==> src/rtl/tx_arbiter_pkg.sv <==
// Shared types and sizing helpers for the tx_arbiter block.
package tx_arbiter_pkg;

    typedef enum logic [1:0] {
        ST_IDLE   = 2'd0,
        ST_ACTIVE = 2'd1,
        ST_GAP    = 2'd2
    } arb_state_t;

    // Gap counter must hold MIN_GAP-1; one spare bit keeps MIN_GAP=1 legal.
    function automatic int gap_cnt_w(input int min_gap);
        return $clog2(min_gap) + 1;
    endfunction

    // Index width for a source number; never narrower than one bit.
    function automatic int idx_w(input int n);
        return (n > 1) ? $clog2(n) : 1;
    endfunction

endpackage

==> src/rtl/tx_arbiter_rr_picker.sv <==
// Combinational round-robin picker: first requester after i_last, wrapping.
module rr_picker
    import tx_arbiter_pkg::*;
#(
    parameter int NUM_SOURCES = 2,
    parameter int IW          = idx_w(NUM_SOURCES)
) (
    input  logic [NUM_SOURCES-1:0] i_req,
    input  logic [IW-1:0]          i_last,
    output logic [NUM_SOURCES-1:0] o_onehot,
    output logic [IW-1:0]          o_idx,
    output logic                   o_any
);

    logic [IW-1:0] w_cand;

    // Scan sources last+1 .. last+N (mod N); the first one requesting wins.
    always_comb begin
        o_onehot = '0;
        o_idx    = '0;
        o_any    = 1'b0;
        w_cand   = '0;
        for (int k = 1; k <= NUM_SOURCES; k++) begin
            w_cand = IW'((int'(i_last) + k) % NUM_SOURCES);
            if (!o_any && i_req[w_cand]) begin
                o_any            = 1'b1;
                o_onehot[w_cand] = 1'b1;
                o_idx            = w_cand;
            end
        end
    end

endmodule

==> src/rtl/tx_arbiter.sv <==
// Frame-granular round-robin arbiter sharing one tx byte stream between sources.
module tx_arbiter
    import tx_arbiter_pkg::*;
#(
    parameter int NUM_SOURCES = 2,
    parameter int DATA_WIDTH  = 8,
    parameter int MIN_GAP     = 2
) (
    input  logic                                  clk,
    input  logic                                  rst,
    input  logic [NUM_SOURCES-1:0][DATA_WIDTH-1:0] in_data,
    input  logic [NUM_SOURCES-1:0][2:0]           in_data_bits,
    input  logic [NUM_SOURCES-1:0]                in_data_valid,
    output logic [NUM_SOURCES-1:0]                in_req,
    output logic [DATA_WIDTH-1:0]                 out_data,
    output logic [2:0]                            out_data_bits,
    output logic                                  out_data_valid,
    input  logic                                  out_req,
    output logic [NUM_SOURCES-1:0]                grant,
    output logic                                  busy
);

    localparam int IW = idx_w(NUM_SOURCES);
    localparam int CW = gap_cnt_w(MIN_GAP);

    arb_state_t             r_state,   w_state_nxt;
    logic [NUM_SOURCES-1:0] r_grant,   w_grant_nxt;
    logic [IW-1:0]          r_gnt_idx, w_gnt_idx_nxt;
    logic [IW-1:0]          r_last,    w_last_nxt;
    logic [CW-1:0]          r_gap_cnt, w_gap_cnt_nxt;

    logic [NUM_SOURCES-1:0] w_pick;
    logic [IW-1:0]          w_pick_idx;
    logic                   w_pick_any;

    rr_picker #(
        .NUM_SOURCES (NUM_SOURCES),
        .IW          (IW)
    ) u_pick (
        .i_req    (in_data_valid),
        .i_last   (r_last),
        .o_onehot (w_pick),
        .o_idx    (w_pick_idx),
        .o_any    (w_pick_any)
    );

    // State register; reset leaves last_grant at the top so source 0 wins first.
    always_ff @(posedge clk) begin
        if (rst) begin
            r_state   <= ST_IDLE;
            r_grant   <= '0;
            r_gnt_idx <= '0;
            r_last    <= IW'(NUM_SOURCES - 1);
            r_gap_cnt <= '0;
        end else begin
            r_state   <= w_state_nxt;
            r_grant   <= w_grant_nxt;
            r_gnt_idx <= w_gnt_idx_nxt;
            r_last    <= w_last_nxt;
            r_gap_cnt <= w_gap_cnt_nxt;
        end
    end

    // Next-state: arbitrate in IDLE, watch the owner's valid in ACTIVE, count out GAP.
    always_comb begin
        w_state_nxt   = r_state;
        w_grant_nxt   = r_grant;
        w_gnt_idx_nxt = r_gnt_idx;
        w_last_nxt    = r_last;
        w_gap_cnt_nxt = r_gap_cnt;
        case (r_state)
            ST_IDLE: begin
                if (w_pick_any) begin
                    w_state_nxt   = ST_ACTIVE;
                    w_grant_nxt   = w_pick;
                    w_gnt_idx_nxt = w_pick_idx;
                    w_last_nxt    = w_pick_idx;
                end
            end
            ST_ACTIVE: begin
                if (!in_data_valid[r_gnt_idx]) begin
                    w_state_nxt   = ST_GAP;
                    w_gap_cnt_nxt = CW'(MIN_GAP - 1);
                    w_grant_nxt   = '0;
                end
            end
            ST_GAP: begin
                // Leave as the count reaches zero so the frame-end cycle, the
                // GAP cycles and the IDLE arbitration cycle total MIN_GAP+1.
                if (r_gap_cnt <= CW'(1)) begin
                    w_state_nxt   = ST_IDLE;
                    w_gap_cnt_nxt = '0;
                end else begin
                    w_gap_cnt_nxt = r_gap_cnt - CW'(1);
                end
            end
            default: begin
                w_state_nxt = ST_IDLE;
                w_grant_nxt = '0;
            end
        endcase
    end

    // Zero-latency forwarding of the owner's stream; out_req is dropped outside ACTIVE.
    always_comb begin
        out_data       = '0;
        out_data_bits  = '0;
        out_data_valid = 1'b0;
        in_req         = '0;
        if (r_state == ST_ACTIVE) begin
            out_data       = in_data[r_gnt_idx];
            out_data_bits  = in_data_bits[r_gnt_idx];
            out_data_valid = in_data_valid[r_gnt_idx];
            in_req         = r_grant & {NUM_SOURCES{out_req}};
        end
    end

    assign grant = r_grant;
    assign busy  = (r_state != ST_IDLE);

endmodule

==> config.mk <==
export PLATFORM = sky130hd
export DESIGN_NAME = tx_arbiter
export DESIGN_NICKNAME = d
export VERILOG_FILES = /design/src/rtl/tx_arbiter_pkg.sv /design/src/rtl/tx_arbiter_rr_picker.sv /design/src/rtl/tx_arbiter.sv
export SDC_FILE = /design/constraint.sdc
export NUM_CORES = 1
export LEC_CHECK = 0
export ABC_AREA = 0
export CAP_MARGIN = 20
export CORE_MARGIN = 5
export CORE_UTILIZATION = 32
export DETAILED_ROUTE_END_ITERATION = 16
export GPL_ROUTABILITY_DRIVEN = 0
export PLACE_DENSITY = 0.75
export SETUP_SLACK_MARGIN = 0.2
export SLEW_MARGIN = 15
export SYNTH_ARGS = -nofsm -noshare
export SYNTH_HDL_FRONTEND = slang
export SYNTH_SLANG_ARGS = --single-unit
==> constraint.sdc <==
create_clock -name clk -period 1.19 [get_ports clk]
set_input_delay 0.1785 -clock clk [delete_from_list [all_inputs] [get_ports clk]]
set_output_delay 0.1785 -clock clk [all_outputs]
set_load 0.01 [all_outputs]
Word level (Yosys, flattened, before mapping)
Index checks and enable logic that the tools add are counted.

Register bits: 8. Input port bits: 27. Output and inout port bits: 17.

Add/subtract/negate cells: 3. Order comparisons: 6. Eq/ne operators: 5. Muxes and demuxes: 34. Bitwise gates (word level): 3. Reduce and logical (&&, ||, !) cells: 11.

Operators by type and width (number): 8-bit 2-to-1 mux (3); 2-bit 2-to-1 mux (10); 1-bit 2-to-1 mux (13); 2-bit case mux with 3 select lines (2); 3-bit 2-to-1 mux (3); 1-bit by 2-bit less-than comparator with 1-bit output, second input constant (3); 3-bit AND reduction (2); 2-bit inequality test, second input constant (2); 2-bit case mux with 2 select lines (1); 2-bit AND reduction (2); 2-bit nonzero test (2); 1-bit logical AND (3); 1-bit adder, second input constant (2); 2-bit bitwise AND (1); 1-bit demux with 1-bit select (2); 2-bit by 1-bit == test with 1-bit output, second input constant (1); 2-bit == test, second input constant (1); 1-bit >= comparator, second input constant (2); 2-bit by 1-bit less-or-equal comparator with 1-bit output, second input constant (1); 2-bit logical NOT (1); 2-bit by 1-bit inequality test with 1-bit output, second input constant (1); 2-bit bitwise OR (1); 2-bit by 1-bit subtractor with 2-bit output, second input constant (1); 1-bit logical NOT (1); 1-bit NOT (1).

Depth between registers and ports, before layout
Gate-level depths: netlist of the first run.

Depth in word-level cells: 10. Depth in mapped cells: 4. Depth with buffers taken out: 3.

Cells and area by module
Synthesis of the first run repeated with hierarchy kept, for this count alone.

Cell total of the unflattened synthesis: 71. Area total of the unflattened synthesis: 575.6 um^2.

By module, submodules not included: tx_arbiter (instances 1, cells each 66, area an instance 543.0 um^2); rr_picker (instances 1, cells each 5, area an instance 32.5 um^2).

Worst setup path before layout of the first run
No wires, ideal clock.

Path kind: register to output. Start: register r_gnt_idx. End: output port out_data[0]. Arrival time: 0.895 ns. Path slack: 0.116 ns. Stages on the path, launching flop included: 5. Cells stage by stage: dfxtp_1 -> buf_2 -> buf_4 -> mux2i_1 -> nor2_1.

Cells in the longest elaborated chain, start to end: 3.

Ends and longest elaborated chain: start: declaration (RTL line tx_arbiter.sv:28) `logic [IW-1:0] r_gnt_idx, w_gnt_idx_nxt;`; start signal: assignment (RTL line tx_arbiter.sv:58) `r_gnt_idx <= w_gnt_idx_nxt;`; 8-bit 2-to-1 mux (implied by the code) (2 in a row) (RTL line tx_arbiter.sv:111) `out_data = in_data[r_gnt_idx];`; 8-bit 2-to-1 mux (RTL line tx_arbiter.sv:110) `if (r_state == ST_ACTIVE) begin`; end: declaration (RTL line tx_arbiter.sv:15) `output logic [DATA_WIDTH-1:0] out_data,`.

Every way passes these cells. The select of a mux whose other input is x is not followed.

Worst setup path after layout of the first run
Same ends and word-level chain as after synthesis.

==> results summary, run 1 <==
The via count of the first global-routing pass came out at 842. The global-route usage over all layers came out at 17.5%. In this design, the largest share of critical-path delay is due to buffers and inverters. The worst-skew pair later-pin latency is 0.25 ns. The number of I/O pins came out at 44.

The via count of the routed design came out at 775. The vias per cell came out at 5.03. The data arrival at the endpoint of the critical path came out at 1.24 ns. The run finished, with violations left. At the end of the flow, the number of nets in the layout was 166. The slew at the pin closest to its max-slew limit is 0.312 ns. For the worst setup path, the data required time is 1.01 ns. Setup repair after global routing could not meet its margin everywhere. The detailed-route DRC error count is 0. The HPWL after detailed placement came out at 1.55 mm.

The number of failing setup endpoints in the final timing report is 22. The number of placement rows came out at 15. The count of routing violations after the opening detailed-route iteration came out at 9.

The critical path goes through buf_12, buf_16, mux2i_1, nor2_1, buf_2. The die extent in x came out at 51.9 µm. The share of the yosys chip area belonging to registers came out at 28.5%.

In this run the static leakage power is 0.594 nW. The launching element type of the critical path is a flop. Clock-pin slew was measured on the worst setup and hold paths at 0.06 ns.

Global routing finished with a remaining overflow of 0. Between clock sinks in the finished design, the worst skew comes to 0.00121 ns. Sorting the synthesized cells by how often they occur yields nor2_1, mux2i_1, dfxtp_1, nand2_1. The count of final hold-check violations is 0. Dividing the final minimum period by the clock period gives 119%. The number of cells in the design after placement came out at 139. The floorplan die area is 0.00269 mm². The biggest area contributor in the post-synthesis netlist is dfxtp_1. The smallest clock period supported by the final layout is computed as 1.42 ns.

The library cell used as clock root buffer is clkbuf_4. The number of antenna-violating nets in the routed design came out at 0. Once layout is complete, the cells apart from fillers number 154. The count of different cell masters after synthesis came out at 23.

For this run, the number of Yosys warnings is 0. The number of detailed-route iterations in the first pass came out at 4. The number of CTS-inserted buffers came out at 3. The final count of pins violating max slew is 0. The total power came out at 1.06 mW.

The clock passes through at most 2 buffers. The fraction of registers with async set or reset after synthesis is 0%. The tool flagged a number of max-cap violations equal to 0. The final reports fail on negative setup slack. The number of enable-type register cells in the synthesized netlist came out at 0. The vertical die dimension came out at 51.9 µm.

The number of buffers and inverters on the critical path is 3. The H-tree level count is 1. The number of synthesized register bits is 8. The critical path capture point type is an output port. The largest net degree at the start of global routing is 13. The setup slack at placement is -0.389 ns. Once the floorplan was initialized, standard cells occupied 33.3% of the core. The largest fanout on the critical path came out at 6. The cell with the most instances after synthesis is nor2_1.

In the post-synthesis netlist, the biggest area contributors are dfxtp_1, mux2i_1, nor2_1. The maximum clock rate came out at 706 MHz. For this block, the routed nets add up to 2.29 mm of wire. On the critical path, the stage with the largest delay is an instance of dfxtp_4. The delay of the slowest critical-path stage is 0.36 ns. 0 antenna diodes ended up in the layout. Summing every instance area after synthesis gives 562 µm².

The number of clock sinks seen by CTS is 8. The power density over cell area is 773 mW/mm². The area of the core region came out at 0.00169 mm². The setup path with the least slack is of type reg2out. The maximum vdd drop came out at 420 µV. The smallest hold slack came out at 0.497 ns. The wire length of the first global-routing pass is 3.56 mm.

The layout-stage area growth over the synthesis result came out at 144%. In the final routed layout, each cell accounts on average for 14.9 µm. In the synthesized netlist the dominant register cell turns out to be dfxtp_1. The least setup slack across all paths after layout is -0.227 ns. The average instance in the mapped netlist occupies 8.14 µm². The net count after synthesis is 96. The worst hold path belongs to the class reg2reg. TritonCTS built the clock tree. The headroom to the max-slew limit is 79.1%. The share of the synthesized area in the top cell type came out at 28.5%. The initial antenna violation count is 0.

Of the cells placed in the final design, the portion with a size suffix greater than 1 is 51.8%. The number of buffers added on ports came out at 43. In the synthesized netlist, the number of instances is 69.
## worst min-delay path, cell delays in order, from the launching register on
cell	delay (ns)
dfxtp_1	0.32
nand2_1	0.06
a31oi_1	0.07
## path summary, 6_finish.rpt
| check | start | endpoint | slack (ns) | cells after the start |
|---|---|---|---|---|
| hold / removal | r_gap_cnt[0] | r_gap_cnt[0] | 0.50 | 2 |
| setup reg to reg | r_gnt_idx | r_gap_cnt[1] | -0.22 | 8 |
| setup / recovery | r_gnt_idx | out_data[0] | -0.23 | 5 |
| hold reg to reg | r_gap_cnt[0] | r_gap_cnt[0] | 0.50 | 2 |
## metrics by stage
step / util (%) / setup TNS [ns] / instance area [µm²]
after floorplan: - / 0 / 597
after global placement: 66.5 / -5.92 / 1120
after detailed placement: 66.5 / -6.48 / 1120
after CTS: 72.9 / -3.21 / 1230
after global routing: 81.3 / -4.64 / 1370
final: 81.3 / -3.44 / 1370
## sequential cells by signal (all words and copies together) (netlist names)
signal	cells
r_gnt_idx	1
r_state	2
grant	2
r_last	1
r_gap_cnt	2
## power by group
| part | internal [mW] | switching [mW] |
|---|---|---|
| combinational | 0.337 | 0.198 |
| clock | 0.116 | 0.0998 |
| sequential | 0.287 | 0.0233 |
## cells by family (layout without fill, tap and decap cells)
group                  count (synthesis)  count (layout)  share of synthesized area, %
and+or+nand+nor                       31              31                          28.3
muxes                                 13              13                          23.4
AOI/OAI and AO/OA                     10              10                          13.4
DFF                                    8               8                          28.5
buffers and inverters                  7              75                          6.46
## routing by layer
metal  global-route usage, %  part of all wire [%]  wire (µm)  up-vias
li1                        -                     -          -      384
met1                    18.6                    41        930      341
met2                    30.1                    46       1060       46
met3                    7.74                    12        270        4
met4                    6.55                   1.4         33        0
met5                       0                     0          0        -
## placed cells by master, fill, tap and decap left out, types with 2 or more instances in the layout
cell type,n
buf_6,19
clkdlybuf4s50_1,25
and3_4,2
clkbuf_4,3
o21bai_1,2
dfxtp_1,3
buf_4,11
buf_2,10
nor2_1,10
nand4b_1,2
mux2i_1,8
buf_12,2
nand2_1,3
inv_1,2
a31oi_1,3
dfxtp_2,2
mux2i_4,2
nand3b_1,3
nor2_2,3
mux2i_2,2
dfxtp_4,3
## area by class of cell
| type | count | area, µm² |
|---|---|---|
| inverter | 3 | 11.3 |
| tap | 17 | 21.3 |
| multi-input combinational | 54 | 470 |
| timing repair buffer | 69 | 673 |
| fill | 103 | 317 |
| clock buffer | 3 | 22.5 |
| sequential | 8 | 174 |
## what timing repair did
| item | CTS | global route |
|---|---|---|
| resized for setup | 95 | 24 |
| hold buffers | 0 | 0 |
| setup endpoints to repair | 25 | 25 |
| cloned | 1 | 1 |
| pin swaps | 6 | 5 |
| buffers inserted | 6 | 4 |
(Power assumes the default switching activity.)
==> run 2: changes to the inputs <==
CTS_CLUSTER_SIZE = 40   (was default)
MAX_ROUTING_LAYER = met4   (was default)
==> run 2 against run 1 <==
Net effect:
- sequential cell count stayed put
- critical endpoint unchanged
- clock-buffer cell count did not move
- the flow still finishes with violations (negative setup slack)
- clock power hardly changed
- hold slack got worse by 0.00058 ns
- routed wire length grew 0.17%
==> results summary, run 2 (synthesis gave the netlist of run 1 again) <==
The flow ran to the end, but the final reports show violations. The final reports fail on negative setup slack. The clock slew at the register clock pins of the worst setup and hold paths is 0.06 ns (about the same). The wire length of the first global-routing pass came out at 3.55 mm (-0.20%). The via count of the first global-routing pass came out at 845 (+0.36%). The routed length on met2 is 1.04 mm (-1.9%). The routed length on met1 is 918 µm (-1.3%).

The least setup slack across all paths after layout came to -0.228 ns (-0.0000820 ns). The delay of the slowest critical-path stage was 0.36 ns (about the same). The final wirelength is 2.29 mm (+0.17%).

The vertical die dimension came out at 51.9 µm (unchanged). The largest net degree at the start of global routing is 13 (unchanged). The number of clock sinks seen by CTS came out at 8 (unchanged).

The number of failing setup endpoints in the final timing report was 21 (-4.5%). STA classifies the critical path endpoint as an output port. The mean routed wirelength per cell is 14.9 µm (+0.17%).

The library cell used as clock root buffer is clkbuf_4. The initial antenna violation count is 0 (unchanged). The register area came to 174 µm² (unchanged). The worst hold path belongs to the class reg2reg. The smallest hold slack was 0.497 ns (-0.000583 ns). The power density over cell area was 773 mW/mm² (about the same). The most frequent standard cell in the layout excluding fill and tap cells is clkdlybuf4s50_1. The fraction of the core area covered by cells at the end of the flow is 81.3% (unchanged). The initial core utilization is 33.3% (unchanged). The via count of the routed design is 780 (+0.65%). The worst setup path is launched from a flop. The layout-stage area growth over the synthesis result is 144% (unchanged). The die extent in x is 51.9 µm (unchanged). The final layout net count is 166 (unchanged). The routed wire length on met3 is 284 µm (+5.2%).

Signal routing reaches up to met4. The part of the cycle the worst path needs is 119% (about the same). The largest fanout on the critical path is 6 (unchanged).

The total leakage power was 0.594 nW (unchanged). The number of CTS-inserted buffers is 3 (unchanged). The H-tree level count came to 1 (unchanged). The worst-skew pair later-pin latency is 0.25 ns (about the same).

The number of buffers and inverters on the critical path is 3 (unchanged). The maximum vdd drop came out at 420 µV (about the same). The share of cells above drive strength 1 was 51.8% (unchanged). The global-route usage over all layers came to 18.0% (+0.45 points). The number of buffers added on ports came out at 43 (unchanged).

Walking the worst path, the cells encountered are buf_12, buf_16, mux2i_1, nor2_1, buf_2. The headroom to the max-slew limit is 79.2% (about the same). The number of antenna repair diodes is 0 (unchanged).

The worst setup path is of the reg2out kind. The number of maximum-capacitance violations came out at 0 (unchanged). The final count of pins violating max slew came out at 0 (unchanged). The area of the core region was 0.00169 mm² (unchanged). The library cells used most frequently in the layout, excluding fill and tap cells, are clkdlybuf4s50_1, buf_6, buf_4.

The final critical-path required period is 1.42 ns (+0.0000820 ns). Broken down by cell family, the worst path's largest delay share belongs to buffers and inverters. The setup slack at placement came out at -0.389 ns (unchanged). The standard cell with the maximum stage delay on the critical path is dfxtp_4.

The maximum clock path buffer count came out at 2 (unchanged). The worst-case clock skew came to 0.000305 ns (-0.000909 ns). TritonCTS built the clock tree. The slew at the pin closest to its max-slew limit is 0.312 ns (-0.000752 ns). The number of placement rows came out at 15 (unchanged).

The HPWL after detailed placement is 1.55 mm (unchanged). The vias per cell is 5.06 (+0.65%). The floorplan die area is 0.00269 mm² (unchanged). The number of I/O pins is 44 (unchanged). The area used by multi-input combinational logic was 470 µm² (unchanged). The count of routing violations after the opening detailed-route iteration came to 6 (-3). The maximum clock rate is 705 MHz (about the same).

The data arrival at the endpoint of the critical path came out at 1.24 ns (about the same). The number of antenna-violating nets in the routed design is 0 (unchanged). The overall overflow remaining after global route came to 0 (unchanged). The number of detailed-route iterations in the first pass came out at 4 (unchanged). The detailed-route DRC error count came out at 0 (unchanged).

Setup repair after global routing could not meet its margin everywhere. The required time at the endpoint of the critical path is 1.01 ns (about the same). The count of final hold-check violations came to 0 (unchanged). The count of filler cells inserted in the layout was 103 (unchanged).
[run 2: cell counts in the layout (fill, tap and decap cells not counted)]
Identical to the previous run, type by type.
[run 2: worst reg2reg max path: stages, from the launching register on]
cell and delay (ns):
dfxtp_4 0.36, buf_12 0.15, mux2i_4 0.19, buf_6 0.12, buf_6 0.10, buf_6 0.10
buf_6 0.12, nand2_4 0.06, o2111a_1 0.16
[run 2: area by class of cell]
| type | instances | share of cell area [%] |
|---|---|---|
| sequential | 8 | 12.7 |
| tap | 17 | 1.55 |
| clock buffer | 3 | 1.64 |
| multi-input combinational | 54 | 34.3 |
| inverter | 3 | 0.820 |
| timing repair buffer | 69 | 49.0 |
[run 2: path summary, 6_finish.rpt]
check	start	endpoint	slack (ns)	cells past startpoint
hold reg to reg	r_gap_cnt[1]	r_gap_cnt[1]	0.50	1
setup / recovery	r_gnt_idx	out_data[0]	-0.23	5
hold / removal	r_gap_cnt[1]	r_gap_cnt[1]	0.50	1
setup reg to reg	r_gnt_idx	r_gap_cnt[1]	-0.22	8
[run 2: where the power goes]
| part | switching [mW] | total, mW | internal (mW) |
|---|---|---|---|
| clock network | 0.0997 | 0.216 | 0.116 |
| registers | 0.0235 | 0.311 | 0.287 |
| logic | 0.198 | 0.535 | 0.337 |
[run 2: per-layer routing]
layer	GRT usage (%)	vias to the layer above
li1	-	383
met1	19.3	335
met2	30.5	54
met3	6.02	8
met4	6.55	0
met5	-	-
[run 2: repair_timing]
action | in CTS | in global routing
setup endpoints to repair | 25 | 25
cloned | 1 | 1
gates resized for setup | 95 | 24
setup buffers | 6 | 4
hold buffers | 0 | 0
pin swaps | 6 | 5
[run 2: through the flow]
stage                     TNS, ns  instance area [µm²]  power [mW]  std cells
final                       -3.46                 1370        1.06        154
after CTS                   -3.21                 1230       0.984        149
after global routing        -4.65                 1370        1.12        154
after detailed placement    -6.48                 1120       0.712        139
after floorplan                 0                  597       0.479         69
after global placement      -5.92                 1120       0.706        139
